<file path="config.mk">
export PLATFORM = sky130hd
export DESIGN_NAME = cdb_arbiter_flat
export DESIGN_NICKNAME = d
export VERILOG_FILES = /design/src/rtl/cdb_if.sv /design/src/rtl/cdb_arbiter.sv /design/src/flat_wrapper.sv
export SDC_FILE = /design/constraint.sdc
export NUM_CORES = 1
export LEC_CHECK = 0
export BUFFER_PORTS_ARGS = -buffer_cell sky130_fd_sc_hd__buf_2
export CORE_UTILIZATION = 46
export DETAILED_ROUTE_END_ITERATION = 10
export PLACE_DENSITY = 0.66
export SYNTH_ARGS = -nofsm -noshare
export SYNTH_HDL_FRONTEND = slang
export SYNTH_SLANG_ARGS = --single-unit
</file>
<file path="constraint.sdc">
create_clock -name clk -period 4.3 [get_ports clk]
set_input_delay 0.645 -clock clk [delete_from_list [all_inputs] [get_ports clk]]
set_output_delay 0.645 -clock clk [all_outputs]
set_load 0.02 [all_outputs]
</file>
<file path="src/rtl/cdb_if.sv">
// Result-bus bundle between the three execution sources and the CDB arbiter.
// A source result is taken on a rising edge where x_valid and x_ready are both high.
interface cdb_if #(
  parameter int TAG_W  = 4,
  parameter int DATA_W = 32
);
  logic              alu_valid;
  logic              lsb_valid;
  logic              br_valid;
  logic [TAG_W-1:0]  alu_tag;
  logic [TAG_W-1:0]  lsb_tag;
  logic [TAG_W-1:0]  br_tag;
  logic [DATA_W-1:0] alu_data;
  logic [DATA_W-1:0] lsb_data;
  logic [DATA_W-1:0] br_data;
  logic              alu_ready;
  logic              lsb_ready;
  logic              br_ready;
  logic [TAG_W-1:0]  tag_renew;
  logic [DATA_W-1:0] data_renew;

  modport master (
    output alu_valid, lsb_valid, br_valid,
    output alu_tag, lsb_tag, br_tag,
    output alu_data, lsb_data, br_data,
    input  alu_ready, lsb_ready, br_ready,
    input  tag_renew, data_renew
  );

  modport slave (
    input  alu_valid, lsb_valid, br_valid,
    input  alu_tag, lsb_tag, br_tag,
    input  alu_data, lsb_data, br_data,
    output alu_ready, lsb_ready, br_ready,
    output tag_renew, data_renew
  );
endinterface

</file>
<file path="src/rtl/cdb_arbiter.sv">
// Common data bus arbiter: one holding FIFO per source (ALU, LSB, BR), round-robin
// grant of one FIFO head per cycle onto a registered tag/data broadcast.
module cdb_arbiter #(
  parameter int TAG_W  = 4,
  parameter int DATA_W = 32,
  parameter int DEPTH  = 2
) (
  input logic clk,
  input logic rst,
  input logic rdy,
  input logic clear,
  cdb_if.slave bus
);
  localparam int NSRC = 3;
  localparam int PW   = $clog2(DEPTH);
  localparam int CW   = PW + 1;

  logic [NSRC-1:0]   src_valid;
  logic [TAG_W-1:0]  src_tag  [NSRC];
  logic [DATA_W-1:0] src_data [NSRC];

  logic [TAG_W-1:0]  tag_mem_q  [NSRC][DEPTH];
  logic [DATA_W-1:0] data_mem_q [NSRC][DEPTH];
  logic [PW-1:0]     rd_ptr_q   [NSRC];
  logic [PW-1:0]     wr_ptr_q   [NSRC];
  logic [CW-1:0]     cnt_q      [NSRC];
  logic [1:0]        rr_q, rr_d;
  logic [TAG_W-1:0]  tag_renew_q;
  logic [DATA_W-1:0] data_renew_q;

  logic [NSRC-1:0]   can_push, push, pop, non_empty;
  logic              grant_valid;
  logic [1:0]        grant;
  logic [TAG_W-1:0]  head_tag;
  logic [DATA_W-1:0] head_data;

  assign src_valid   = {bus.br_valid, bus.lsb_valid, bus.alu_valid};
  assign src_tag[0]  = bus.alu_tag;
  assign src_tag[1]  = bus.lsb_tag;
  assign src_tag[2]  = bus.br_tag;
  assign src_data[0] = bus.alu_data;
  assign src_data[1] = bus.lsb_data;
  assign src_data[2] = bus.br_data;

  // rst only gates the visible ready; internally the async reset already holds all state.
  assign bus.alu_ready  = rst & can_push[0];
  assign bus.lsb_ready  = rst & can_push[1];
  assign bus.br_ready   = rst & can_push[2];
  assign bus.tag_renew  = tag_renew_q;
  assign bus.data_renew = data_renew_q;

  always_comb begin
    can_push  = '0;
    push      = '0;
    non_empty = '0;
    for (int i = 0; i < NSRC; i++) begin
      can_push[i]  = rdy && !clear && (cnt_q[i] < CW'(DEPTH));
      push[i]      = src_valid[i] && can_push[i] && (src_tag[i] != '0);
      non_empty[i] = (cnt_q[i] != '0);
    end
  end

  // Round-robin search starting at rr_q, wrapping 2 -> 0.
  always_comb begin
    logic [2:0] cand;
    grant_valid = 1'b0;
    grant       = '0;
    cand        = '0;
    for (int k = 0; k < NSRC; k++) begin
      cand = {1'b0, rr_q} + 3'(k);
      if (cand >= 3'd3) cand = cand - 3'd3;
      if (!grant_valid && non_empty[cand[1:0]]) begin
        grant_valid = 1'b1;
        grant       = cand[1:0];
      end
    end
  end

  always_comb begin
    pop       = '0;
    rr_d      = rr_q;
    head_tag  = tag_mem_q[grant][rd_ptr_q[grant]];
    head_data = data_mem_q[grant][rd_ptr_q[grant]];
    if (grant_valid) begin
      pop[grant] = rdy && !clear;
      rr_d       = (grant == 2'd2) ? 2'd0 : grant + 2'd1;
    end
  end

  always_ff @(posedge clk) begin
    for (int i = 0; i < NSRC; i++) begin
      if (push[i]) begin
        tag_mem_q[i][wr_ptr_q[i]]  <= src_tag[i];
        data_mem_q[i][wr_ptr_q[i]] <= src_data[i];
      end
    end
  end

  always_ff @(posedge clk or negedge rst) begin
    if (!rst) begin
      rr_q         <= '0;
      tag_renew_q  <= '0;
      data_renew_q <= '0;
      for (int i = 0; i < NSRC; i++) begin
        rd_ptr_q[i] <= '0;
        wr_ptr_q[i] <= '0;
        cnt_q[i]    <= '0;
      end
    end else if (rdy) begin
      if (clear) begin
        rr_q        <= '0;
        tag_renew_q <= '0;
        for (int i = 0; i < NSRC; i++) begin
          rd_ptr_q[i] <= '0;
          wr_ptr_q[i] <= '0;
          cnt_q[i]    <= '0;
        end
      end else begin
        rr_q        <= rr_d;
        tag_renew_q <= grant_valid ? head_tag : '0;
        if (grant_valid) data_renew_q <= head_data;
        for (int i = 0; i < NSRC; i++) begin
          if (push[i]) wr_ptr_q[i] <= wr_ptr_q[i] + PW'(1);
          if (pop[i])  rd_ptr_q[i] <= rd_ptr_q[i] + PW'(1);
          cnt_q[i] <= cnt_q[i] + CW'(push[i]) - CW'(pop[i]);
        end
      end
    end
  end
endmodule

</file>
<file path="src/flat_wrapper.sv">
// flat-port wrapper written by rule: the top's interface ports become plain ports
module cdb_arbiter_flat 
#(
  parameter int TAG_W  = 4,
  parameter int DATA_W = 32,
  parameter int DEPTH  = 2
)
  (clk, rst, rdy, clear, bus_alu_valid, bus_lsb_valid, bus_br_valid, bus_alu_tag, bus_lsb_tag, bus_br_tag, bus_alu_data, bus_lsb_data, bus_br_data, bus_alu_ready, bus_lsb_ready, bus_br_ready, bus_tag_renew, bus_data_renew);
  cdb_if #(.TAG_W(TAG_W), .DATA_W(DATA_W)) bus_i ();
  input logic clk;
  input logic rst;
  input logic rdy;
  input logic clear;
  input wire logic [$bits(bus_i.alu_valid)-1:0] bus_alu_valid;
  input wire logic [$bits(bus_i.lsb_valid)-1:0] bus_lsb_valid;
  input wire logic [$bits(bus_i.br_valid)-1:0] bus_br_valid;
  input wire logic [$bits(bus_i.alu_tag)-1:0] bus_alu_tag;
  input wire logic [$bits(bus_i.lsb_tag)-1:0] bus_lsb_tag;
  input wire logic [$bits(bus_i.br_tag)-1:0] bus_br_tag;
  input wire logic [$bits(bus_i.alu_data)-1:0] bus_alu_data;
  input wire logic [$bits(bus_i.lsb_data)-1:0] bus_lsb_data;
  input wire logic [$bits(bus_i.br_data)-1:0] bus_br_data;
  output wire logic [$bits(bus_i.alu_ready)-1:0] bus_alu_ready;
  output wire logic [$bits(bus_i.lsb_ready)-1:0] bus_lsb_ready;
  output wire logic [$bits(bus_i.br_ready)-1:0] bus_br_ready;
  output wire logic [$bits(bus_i.tag_renew)-1:0] bus_tag_renew;
  output wire logic [$bits(bus_i.data_renew)-1:0] bus_data_renew;
  assign bus_i.alu_valid = bus_alu_valid;
  assign bus_i.lsb_valid = bus_lsb_valid;
  assign bus_i.br_valid = bus_br_valid;
  assign bus_i.alu_tag = bus_alu_tag;
  assign bus_i.lsb_tag = bus_lsb_tag;
  assign bus_i.br_tag = bus_br_tag;
  assign bus_i.alu_data = bus_alu_data;
  assign bus_i.lsb_data = bus_lsb_data;
  assign bus_i.br_data = bus_br_data;
  assign bus_alu_ready = bus_i.alu_ready;
  assign bus_lsb_ready = bus_i.lsb_ready;
  assign bus_br_ready = bus_i.br_ready;
  assign bus_tag_renew = bus_i.tag_renew;
  assign bus_data_renew = bus_i.data_renew;
  cdb_arbiter #(.TAG_W(TAG_W), .DATA_W(DATA_W), .DEPTH(DEPTH)) u_core (.clk(clk), .rst(rst), .rdy(rdy), .clear(clear), .bus(bus_i));
endmodule
</file>
==> results.json, run 1 <==
{
  "synth_top_area_share_pct": 59.9,
  "fillCellCount": 1909,
  "post_cts_buffers": 0,
  "finalHoldViolations": 0,
  "tns_ns": 0,
  "r2r_start": "u_core.rr_q[1]$_DFFE_PN0P_",
  "p_sw_share_pct": 34.8,
  "start_kind": "flop",
  "cts_hold_buf": 0,
  "endpoint_kind": "flop",
  "cts.path.max_buffers": 3,
  "leakagePower_uw": 0.00475,
  "drc": 0,
  "antenna_found_initial": 4,
  "root_buffer": "clkbuf_16",
  "ys.warnings.count": 0,
  "setup.worst_path.start": "u_core.rr_q[1]$_DFFE_PN0P_",
  "worstSkewPairLatency_ns": 0.53,
  "p_int_uw": 5630,
  "grt_usage_pct": 21.3,
  "total_power_uw": 8640,
  "pwr-share-clk_pct": 27.3,
  "worstSetupPathType": "flop to flop",
  "setup_viol": 0,
  "synth.most_common_cell": "edfxtp_1",
  "grt_pass1_wl_um": 38800,
  "final.min_clock_period_ns": 3.48,
  "die_h_um": 155,
  "timing.final.max_slew_violations": 0,
  "die_area_um2": 24100,
  "detail-route-antenna-nets": 0,
  "initial_utilization_pct": 47.4,
  "num_vias": 6853,
  "worst_r2r_path_depth": 14,
  "drv_cap": 0,
  "grt_pass1_vias": 6815,
  "syn-cell-area_um2": 10800,
  "drt_wl_total_um": 25100,
  "first_iter_violations": 506,
  "overflow": 0,
  "syn_nets": 890,
  "synth_commonest_cells": "edfxtp_1 (216), nor2_1 (82), dfrtp_1 (50)",
  "synth_area_leaders": "edfxtp_1 (60%), dfrtp_1 (12%), nor2_1 (2.8%)",
  "synth_seq_cells": 266,
  "synthCells": 766,
  "portBuffers": 153,
  "yosys.area.top_type": "edfxtp_1",
  "pwr-share-comb_pct": 34.8,
  "htree_levels": 1,
  "grt_max_degree": 97,
  "hold_class": "primary input to flop",
  "cts_sinks": 266,
  "path_max_fanout": 8,
  "fmax_mhz": 288,
  "coreArea_um2": 22800,
  "avgSynthCellArea_um2": 14.1,
  "reg2reg_slack_ns": 0.82,
  "synth_ff_type": "edfxtp_1",
  "power_frac_seq_pct": 38.0,
  "cp_data_arrival_time_ns": 3.89,
  "crit_required_ns": 4.71,
  "post-route-period-util_pct": 80.9,
  "yosysUniqueCellTypes": 49,
  "die_w_um": 155,
  "clk_pin_slew_ns": 0.07,
  "io-pin-count": 154,
  "nets": 1041,
  "syn2layout_area_growth_pct": 19.3,
  "rsz0062_at_grt": "no",
  "wire_per_inst_um": 20.1,
  "gp_congestion": 0.824,
  "p_switching_uw": 3010,
  "status": "complete, no violations",
  "power_per_cell_area_nw_per_um2": 669,
  "synth_enable_flop_cells": 216,
  "crit_end": "u_core.cnt_q[3]$_DFFE_PN0P_",
  "hpwl_um": 15300,
  "cts_resized": 0,
  "layout-drive-gt1-share_pct": 27.1,
  "ys_seq_area_share_pct": 71.5,
  "ir_drop_mv": 0.446,
  "cts_buffers": 27,
  "fin_skew_ns": 0.0110,
  "slew_headroom_pct": 33.5,
  "r2r_end": "u_core.cnt_q[3]$_DFFE_PN0P_",
  "avgViaCountPerCell": 5.47,
  "rows": 55,
  "firstDrtPassIters": 5,
  "tightestPinTransition_ns": 0.996,
  "postSynth.asyncResetShare_pct": 18.8,
  "cts_tree": "done"
}
==> power by group through the flow <==
| stage | registers (µW) | logic, µW | clock network, µW |
|---|---|---|---|
| after floorplan | 3480 | 2000 | 0 |
| after global placement | 3330 | 2980 | 0 |
| final | 3280 | 3000 | 2350 |
| after global routing | 3310 | 3320 | 2490 |
| after detailed placement | 3330 | 3020 | 0 |
| after CTS | 3280 | 3040 | 2390 |
==> worst max-delay path, cell delays in order, from the launching register on <==
cell and delay [ns]:
dfrtp_1 0.41, inv_1 0.08, ha_1 0.28, o21bai_1 0.20
o22ai_1 0.19, nor3_1 0.29, nor3b_1 0.54, nand2b_1 0.29
nor3_1 0.10, ha_1 0.30, inv_1 0.05, ha_1 0.14
xor2_1 0.19, o21ai_0 0.10, a22o_1 0.19
==> layer usage <==
layer	vias to the layer above	GRT usage [%]	part of all wire (%)
li1	3206	-	-
met1	3379	29.5	44
met2	220	34.6	48
met3	42	3.87	6.1
met4	6	5.70	1.8
met5	-	0	0.16
==> cell type report <==
cell class	count	area, µm²	share of cell area, %
Antenna cell	1	2.50	0.0194
Clock buffer	37	753	5.83
Clock inverter	13	150	1.16
Inverter	15	56.3	0.436
Multi-Input combinational cell	437	2850	22.1
Sequential cell	266	7740	59.9
Tap cell	313	392	3.03
Timing Repair Buffer	170	968	7.50
==> state kept, by name (all words and copies together) (netlist names) <==
signal                 cells
u_core.rd_ptr_q            3
u_core.cnt_q               6
u_core.wr_ptr_q            3
u_core.bus.data_renew     32
u_core.bus.tag_renew       4
u_core.rr_q                2
u_core.data_mem_q        192
u_core.tag_mem_q          24
==> layout by cell type, fill, tap and decap left out, types with 6 or more instances in the layout <==
master	instances
o211ai_1	32
buf_12	6
nor2_1	80
a211o_1	32
o21ai_0	21
nand2b_1	35
edfxtp_1	216
mux2_2	27
clkbuf_16	27
a31oi_1	41
mux2_1	6
clkbuf_1	6
buf_4	11
a21oi_1	38
buf_2	153
dfrtp_1	50
inv_1	15
o22ai_1	7
nand2_1	44
nand4_1	9
ha_1	9
==> how the worst min path moves through the flow <==
| stage | from | end | slack, ns | cells past startpoint |
|---|---|---|---|---|
| after floorplan | rst | u_core.bus.data_renew[0]$_DFFE_PN0P_ | 0.35 | 0 |
| after global placement | u_core.rr_q[0]$_DFFE_PN0P_ | u_core.rr_q[0]$_DFFE_PN0P_ | 0.50 | 1 |
| after detailed placement | u_core.rr_q[0]$_DFFE_PN0P_ | u_core.rr_q[0]$_DFFE_PN0P_ | 0.51 | 1 |
| after CTS | bus_br_data[11] | u_core.data_mem_q[2][11]$_DFFE_PP_ | 0.28 | 1 |
| after global routing | bus_lsb_data[28] | u_core.data_mem_q[1][28]$_DFFE_PP_ | 0.28 | 1 |
| final | bus_lsb_data[12] | u_core.data_mem_q[1][44]$_DFFE_PP_ | 0.30 | 1 |
==> metrics by stage <==
| stage | worst slack [ns] | cell area [µm²] | hold slack (ns) | instances | util [%] |
|---|---|---|---|---|---|
| 3_3_place_gp | 0.953 | 12000 | 0.504 | 1201 | 52.6 |
| 6_report | 0.822 | 12900 | 0.302 | 1252 | 56.5 |
| 4_1_cts | 0.840 | 12900 | 0.283 | 1251 | 56.5 |
| 5_1_grt | 0.507 | 12900 | 0.278 | 1252 | 56.5 |
| 2_1_floorplan | 0.881 | 10800 | 0.349 | 766 | - |
| 3_5_place_dp | 0.859 | 12000 | 0.508 | 1201 | 52.6 |
==> logic make-up (layout without fill, tap and decap cells) <==
logic type      count (synthesis)  count (layout)  synth area share [%]
simple gates                  198             198                  8.65
buf+inv                        63             235                  2.69
mux                            37              37                  3.80
compound gates                188             188                  11.9
other cells                     0               1                     0
xor+xnor                        5               5                 0.405
flops                         266             266                  71.5
fa+ha+maj                       9               9                  1.04
No activity file was read; power rests on OpenSTA's default activity.
==> run 2: changes to the inputs <==
- ABC_AREA: unset -> 1
- clock period: 4.3 -> 3.35 ns (I/O delays scaled with it)
==> run 2 against run 1 <==
Net effect: worst setup slack got worse by 0.55 ns; highest routed layer unchanged; first-iteration DRC count is 7.5% higher; largest cell class unchanged; die area up 6.0%; global-route usage is 0.95 points higher; cell area increased by 5.0%; critical endpoint is now u_core.bus.data_renew[28]$_DFFE_PN0P_; non-clock buffer count is 10 higher.
==> results.json, run 2 <==
{
  "slew_headroom_pct": 47.9,
  "synth_ff_type": "edfxtp_1",
  "hpwl_um": 17600,
  "power_frac_seq_pct": 30.4,
  "gp_congestion": 0.954,
  "fin_util_pct": 55.6,
  "timing.final.max_slew_violations": 0,
  "p_switching_uw": 5870,
  "grt_usage_pct": 22.2,
  "hp-start": "bus_br_data[20]",
  "post-route-period-util_pct": 92.0,
  "final.min_clock_period_ns": 3.08,
  "r2r_start": "u_core.rr_q[0]$_DFFE_PN0P_",
  "post_cts_buffers": 0,
  "num_vias": 7997,
  "holdPathEnd": "u_core.data_mem_q[2][20]$_DFFE_PP_",
  "muxShareOfSynthArea_pct": 0,
  "grt_pass1_wl_um": 43200,
  "cts_tree": "done",
  "layout-drive-gt1-share_pct": 24.1,
  "antenna_found_initial": 3,
  "clk_pin_slew_ns": 0.06,
  "nets": 1301,
  "grt_max_degree": 51,
  "postSynth.asyncResetShare_pct": 18.8,
  "slowest_delay_ns": 0.46,
  "grt_pass1_vias": 8006,
  "initial_utilization_pct": 47.1,
  "htree_levels": 1,
  "tightestPinTransition_ns": 0.781,
  "portBuffers": 153,
  "mostFrequentLayoutCells": "nand2_1 (294), edfxtp_1 (216), nand3_1 (196)",
  "cts_resized": 0,
  "synthCells": 1019,
  "avgSynthCellArea_um2": 11.3,
  "wire_per_inst_um": 18.3,
  "crit_chain": "inv_1 -> ha_1 -> inv_2 -> nand2_1 -> nand3_1 -> nand2_1 -> nor2_1 -> nand3_4 -> nand2_4 -> buf_4 -> o21ai_1 -> nand2_4 -> nand2_1 -> nand3_1 -> nand2_1",
  "r2r_end": "u_core.bus.data_renew[28]$_DFFE_PN0P_",
  "detail-route-antenna-nets": 0,
  "cts_buffers": 29,
  "synth_simple_gate_area_share_pct": 26.0,
  "synth_commonest_cells": "nand2_1 (295), edfxtp_1 (216), nand3_1 (197)",
  "crit_family": "simple AND/OR/NAND/NOR gates",
  "io-pin-count": 154,
  "worst_r2r_path_depth": 15,
  "die_h_um": 160,
  "setup_viol": 0,
  "leakagePower_uw": 0.00568,
  "timing.critical_path.mode_cell": "nand2_1",
  "synth_top_area_share_pct": 56.5,
  "dp_cells": 1470,
  "largest_reg_flops": 192,
  "overflow": 0,
  "pwr-share-clk_pct": 22.0,
  "crit_required_ns": 3.77,
  "worstSetupPathType": "flop to flop",
  "fin_cells": 1525,
  "tns_ns": 0,
  "coreArea_um2": 24400,
  "synth_top_family_by_area": "simple AND/OR/NAND/NOR gates",
  "cp_slowest_cell": "nand2_4",
  "cts.path.max_buffers": 3,
  "layout_commonest_cell": "nand2_1",
  "syn-cell-area_um2": 11500,
  "cp_data_arrival_time_ns": 3.50,
  "pwr-share-comb_pct": 47.6,
  "rows": 57,
  "ir_drop_mv": 0.695,
  "synth_area_leaders": "edfxtp_1 (56%), dfrtp_1 (11%), nand2_1 (9.6%)",
  "yosys.area.top_type": "edfxtp_1",
  "avgViaCountPerCell": 5.24,
  "drt_wl_total_um": 27900,
  "hold_class": "primary input to flop",
  "fmax_mhz": 324,
  "synth_compound_area_share_pct": 0.959,
  "synth.most_common_cell": "nand2_1",
  "finalHoldViolations": 0,
  "syn_nets": 1143,
  "drv_cap": 0,
  "p_sw_share_pct": 42.9,
  "drc": 0,
  "path_buf_inv": 3,
  "ys_seq_area_share_pct": 67.4,
  "endpoint_kind": "flop",
  "whs_path_depth": 1,
  "rsz0062_at_grt": "no",
  "syn2layout_area_growth_pct": 18.0,
  "worstSkewPairLatency_ns": 0.53,
  "root_buffer": "clkbuf_16",
  "status": "complete, no violations",
  "ys.warnings.count": 0,
  "die_area_um2": 25600,
  "fillCellCount": 2122,
  "synth_enable_flop_cells": 216,
  "die_w_um": 160,
  "p_int_uw": 7830,
  "place_area_um2": 12600,
  "path_max_fanout": 36,
  "start_kind": "flop",
  "synth_seq_cells": 266,
  "firstDrtPassIters": 5,
  "power_per_cell_area_nw_per_um2": 1010,
  "fin_skew_ns": 0.00845,
  "cts_hold_buf": 0,
  "synth_adder_area_share_pct": 0.980,
  "yosysUniqueCellTypes": 37,
  "first_iter_violations": 544,
  "finalInstanceArea_um2": 13600,
  "synth_xor_xnor_area_share_pct": 0.458,
  "setup.worst_path.start": "u_core.rr_q[0]$_DFFE_PN0P_",
  "cts_sinks": 266,
  "reg2reg_slack_ns": 0.27
}
-- run 2: changes by cell type after synthesis, sizes merged, moves of 33 or more --
cell / before / now
nand2: 45 / 331
nand3: 1 / 200
or2: 1 / 72
nor2: 82 / 21
a31oi: 42 / 0
a21oi: 38 / 3
nand2b: 35 / 0
mux2: 33 / 0
-- run 2: metrics by stage --
stage               hold WS, ns  total power (µW)  setup slack [ns]
floorplan                 0.207              9550            0.0962
global placement          0.459             10600             0.344
detailed placement        0.462             10700             0.293
CTS                       0.131             13800             0.259
global route              0.132             14700            0.0364
finish                    0.152             13700             0.268
-- run 2: power groups by stage --
stage,clock network (µW),logic [µW],registers (µW)
after floorplan,0,5120,4420
after global placement,0,6320,4230
after detailed placement,0,6460,4230
after CTS,3070,6530,4170
after global routing,3200,7320,4200
final,3010,6520,4170
-- run 2: routing by layer --
layer  routed length, µm  global-route usage, %  vias up
met5                  11                      0        -
met4                 588                   6.71        2
met3                2210                   5.12       45
met2               13300                   36.6      273
met1               11800                   29.3     3871
li1                    -                      -     3806
-- run 2: layout make-up --
| type | instances | area [µm²] | area share [%] |
|---|---|---|---|
| tap | 324 | 405 | 2.99 |
| antenna | 2 | 5.00 | 0.0369 |
| inverter | 31 | 116 | 0.858 |
| clock buffer | 39 | 783 | 5.78 |
| timing repair buffer | 180 | 1060 | 7.82 |
| clock inverter | 14 | 125 | 0.923 |
| multi-input combinational | 669 | 3320 | 24.5 |
| sequential | 266 | 7740 | 57.1 |
-- run 2: worst max-delay path by stage --
stage	to	slack, ns	depth (start not counted)
floorplan	u_core.data_mem_q[2][0]$_DFFE_PP_	0.1	6
global placement	u_core.bus.data_renew[10]$_DFFE_PN0P_	0.34	17
detailed placement	u_core.bus.data_renew[28]$_DFFE_PN0P_	0.29	17
CTS	u_core.bus.data_renew[28]$_DFFE_PN0P_	0.26	17
global route	u_core.cnt_q[5]$_DFFE_PN0P_	0.04	17
finish	u_core.bus.data_renew[28]$_DFFE_PN0P_	0.27	15
-- run 2: logic make-up (layout without fill, tap and decap cells) --
| group | after synthesis | after routing |
|---|---|---|
| XOR/XNOR | 6 | 6 |
| buffers and inverters | 84 | 264 |
| flip-flops | 266 | 266 |
| adder cells (fa/ha/maj) | 9 | 9 |
| AO/OA/AOI/OAI | 20 | 20 |
| other | 0 | 2 |
| AND/OR/NAND/NOR | 634 | 634 |
==> run 3: changes to the inputs <==
- CORE_ASPECT_RATIO: unset -> 1.4
- CORE_UTILIZATION: 46 -> 55
- PLACE_DENSITY: 0.66 -> 0.77
==> run 3 against run 2 <==
Net effect: die area shrank 16%; final cell count shrank 5.0%; global-route usage grew 3.4 points; combinational power shrank 0.6%; critical path depth grew 2; count of clock-buffer cells in the layout shrank 6; clock power shrank 8.6%; utilization grew 9.7 points; hold slack gained 0.023 ns.
==> results.json, run 3 (same netlist as run 2, synthesis figures left out) <==
{
  "timing.critical_path.mode_cell": "ha_1",
  "cp_slowest_cell": "dfrtp_1",
  "die_area_um2": 21500,
  "overflow": 0,
  "avgViaCountPerCell": 5.50,
  "hp-start": "bus_br_data[1]",
  "post_cts_buffers": 0,
  "die_w_um": 124,
  "fmax_mhz": 316,
  "fin_util_pct": 65.3,
  "crit_chain": "inv_1 -> ha_1 -> inv_2 -> nand2_1 -> nand3_1 -> nand2_1 -> nor2_1 -> nand3_1 -> nand2_2 -> inv_2 -> nand4_1 -> clkinv_1 -> ha_1 -> inv_1 -> ha_1 -> xor2_1 -> o31ai_1",
  "clk_pin_slew_ns": 0.07,
  "holdPathEnd": "u_core.data_mem_q[2][1]$_DFFE_PP_",
  "crit_family": "simple AND/OR/NAND/NOR gates",
  "ir_drop_mv": 1.10,
  "crit_required_ns": 3.75,
  "cts_hold_buf": 0,
  "layout-drive-gt1-share_pct": 24.0,
  "largest_reg_flops": 192,
  "power_per_cell_area_nw_per_um2": 1000,
  "hold_class": "primary input to flop",
  "hpwl_um": 16700,
  "syn2layout_area_growth_pct": 16.4,
  "grt_usage_pct": 25.6,
  "setup_viol": 0,
  "drc": 0,
  "drt_wl_total_um": 26800,
  "layout_commonest_cell": "nand2_1",
  "reg2reg_slack_ns": 0.18,
  "rsz0062_at_grt": "no",
  "tightestPinTransition_ns": 0.803,
  "path_buf_inv": 5,
  "die_h_um": 173,
  "timing.final.max_slew_violations": 0,
  "status": "complete, no violations",
  "num_vias": 7976,
  "mostFrequentLayoutCells": "nand2_1 (294), edfxtp_1 (216), nand3_1 (196)",
  "cts_buffers": 25,
  "cts.path.max_buffers": 3,
  "antenna_found_initial": 5,
  "detail-route-antenna-nets": 0,
  "worstSetupPathType": "flop to flop",
  "gp_congestion": 0.891,
  "tns_ns": 0,
  "wire_per_inst_um": 18.5,
  "worst-path-stages": 17,
  "final.min_clock_period_ns": 3.17,
  "worst_r2r_path_depth": 17,
  "whs_path_depth": 1,
  "grt_max_degree": 77,
  "rows": 62,
  "leakagePower_uw": 0.00562,
  "slew_headroom_pct": 46.4,
  "grt_pass1_wl_um": 41300,
  "first_iter_violations": 666,
  "cts_sinks": 266,
  "fin_skew_ns": 0.00986,
  "nets": 1296,
  "r2r_start": "u_core.rr_q[0]$_DFFE_PN0P_",
  "endpoint_kind": "flop",
  "root_buffer": "clkbuf_16",
  "path_max_fanout": 7,
  "coreArea_um2": 20500,
  "drv_cap": 0,
  "portBuffers": 153,
  "firstDrtPassIters": 5,
  "initial_utilization_pct": 56.1,
  "cts_tree": "done",
  "slowest_delay_ns": 0.35,
  "start_kind": "flop",
  "cp_data_arrival_time_ns": 3.57,
  "htree_levels": 1,
  "grt_pass1_vias": 7939,
  "io-pin-count": 154,
  "finalHoldViolations": 0,
  "worstSkewPairLatency_ns": 0.51,
  "r2r_end": "u_core.cnt_q[5]$_DFFE_PN0P_",
  "post-route-period-util_pct": 94.6
}
-- run 3: final cells by class --
class                   count  area [µm²]
inverters                  31         116
flip-flops and latches    266        7740
multi-input cells         669        3330
clock inverters            11         115
well taps                 256         320
fillers                  1578        7120
diodes                      4        10.0
clock buffers              33         686
repair buffers            179        1050
-- run 3: timing repair --
action,CTS,global route
resized for setup,0,2
endpoints found under the hold margin,0,0
endpoints found under the setup margin,0,36
-- run 3: how the worst max path moves through the flow --
stage                               startpoint                                     to  slack [ns]
floorplan                                  rdy      u_core.data_mem_q[2][0]$_DFFE_PP_         0.1
detailed placement  u_core.rr_q[0]$_DFFE_PN0P_    u_core.bus.tag_renew[2]$_DFFE_PN0P_        0.18
CTS                 u_core.rr_q[0]$_DFFE_PN0P_  u_core.bus.data_renew[28]$_DFFE_PN0P_        0.16
global placement    u_core.rr_q[0]$_DFFE_PN0P_  u_core.bus.data_renew[28]$_DFFE_PN0P_        0.31
global route        u_core.rr_q[0]$_DFFE_PN0P_            u_core.cnt_q[5]$_DFFE_PN0P_        0.03
finish              u_core.rr_q[0]$_DFFE_PN0P_            u_core.cnt_q[5]$_DFFE_PN0P_        0.18
-- run 3: through the flow --
stage | instances | cell area (µm²) | total power (µW) | hold WS, ns | worst slack [ns]
CTS | 1445 | 13300 | 13400 | 0.159 | 0.157
finish | 1449 | 13400 | 13400 | 0.175 | 0.182
global route | 1449 | 13400 | 14400 | 0.159 | 0.0291
global placement | 1401 | 12500 | 10500 | 0.458 | 0.310
detailed placement | 1401 | 12500 | 10600 | 0.460 | 0.184
floorplan | 1019 | 11500 | 9550 | 0.207 | 0.0962
-- run 3: layer usage --
layer	track usage, %	up-vias	wire length (µm)
li1	-	3786	-
met1	32.0	3801	10300
met3	2.84	70	1600
met4	12.6	2	998
met5	0	-	10
met2	43.6	317	13900
-- run 3: where the power goes --
part / switching (µW) / leakage, µW / internal (µW)
Clock: 1160 / 0.000386 / 1590
Sequential: 182 / 0.00260 / 3970
Combinational: 4410 / 0.00264 / 2070
Total: 5740 / 0.00562 / 7630
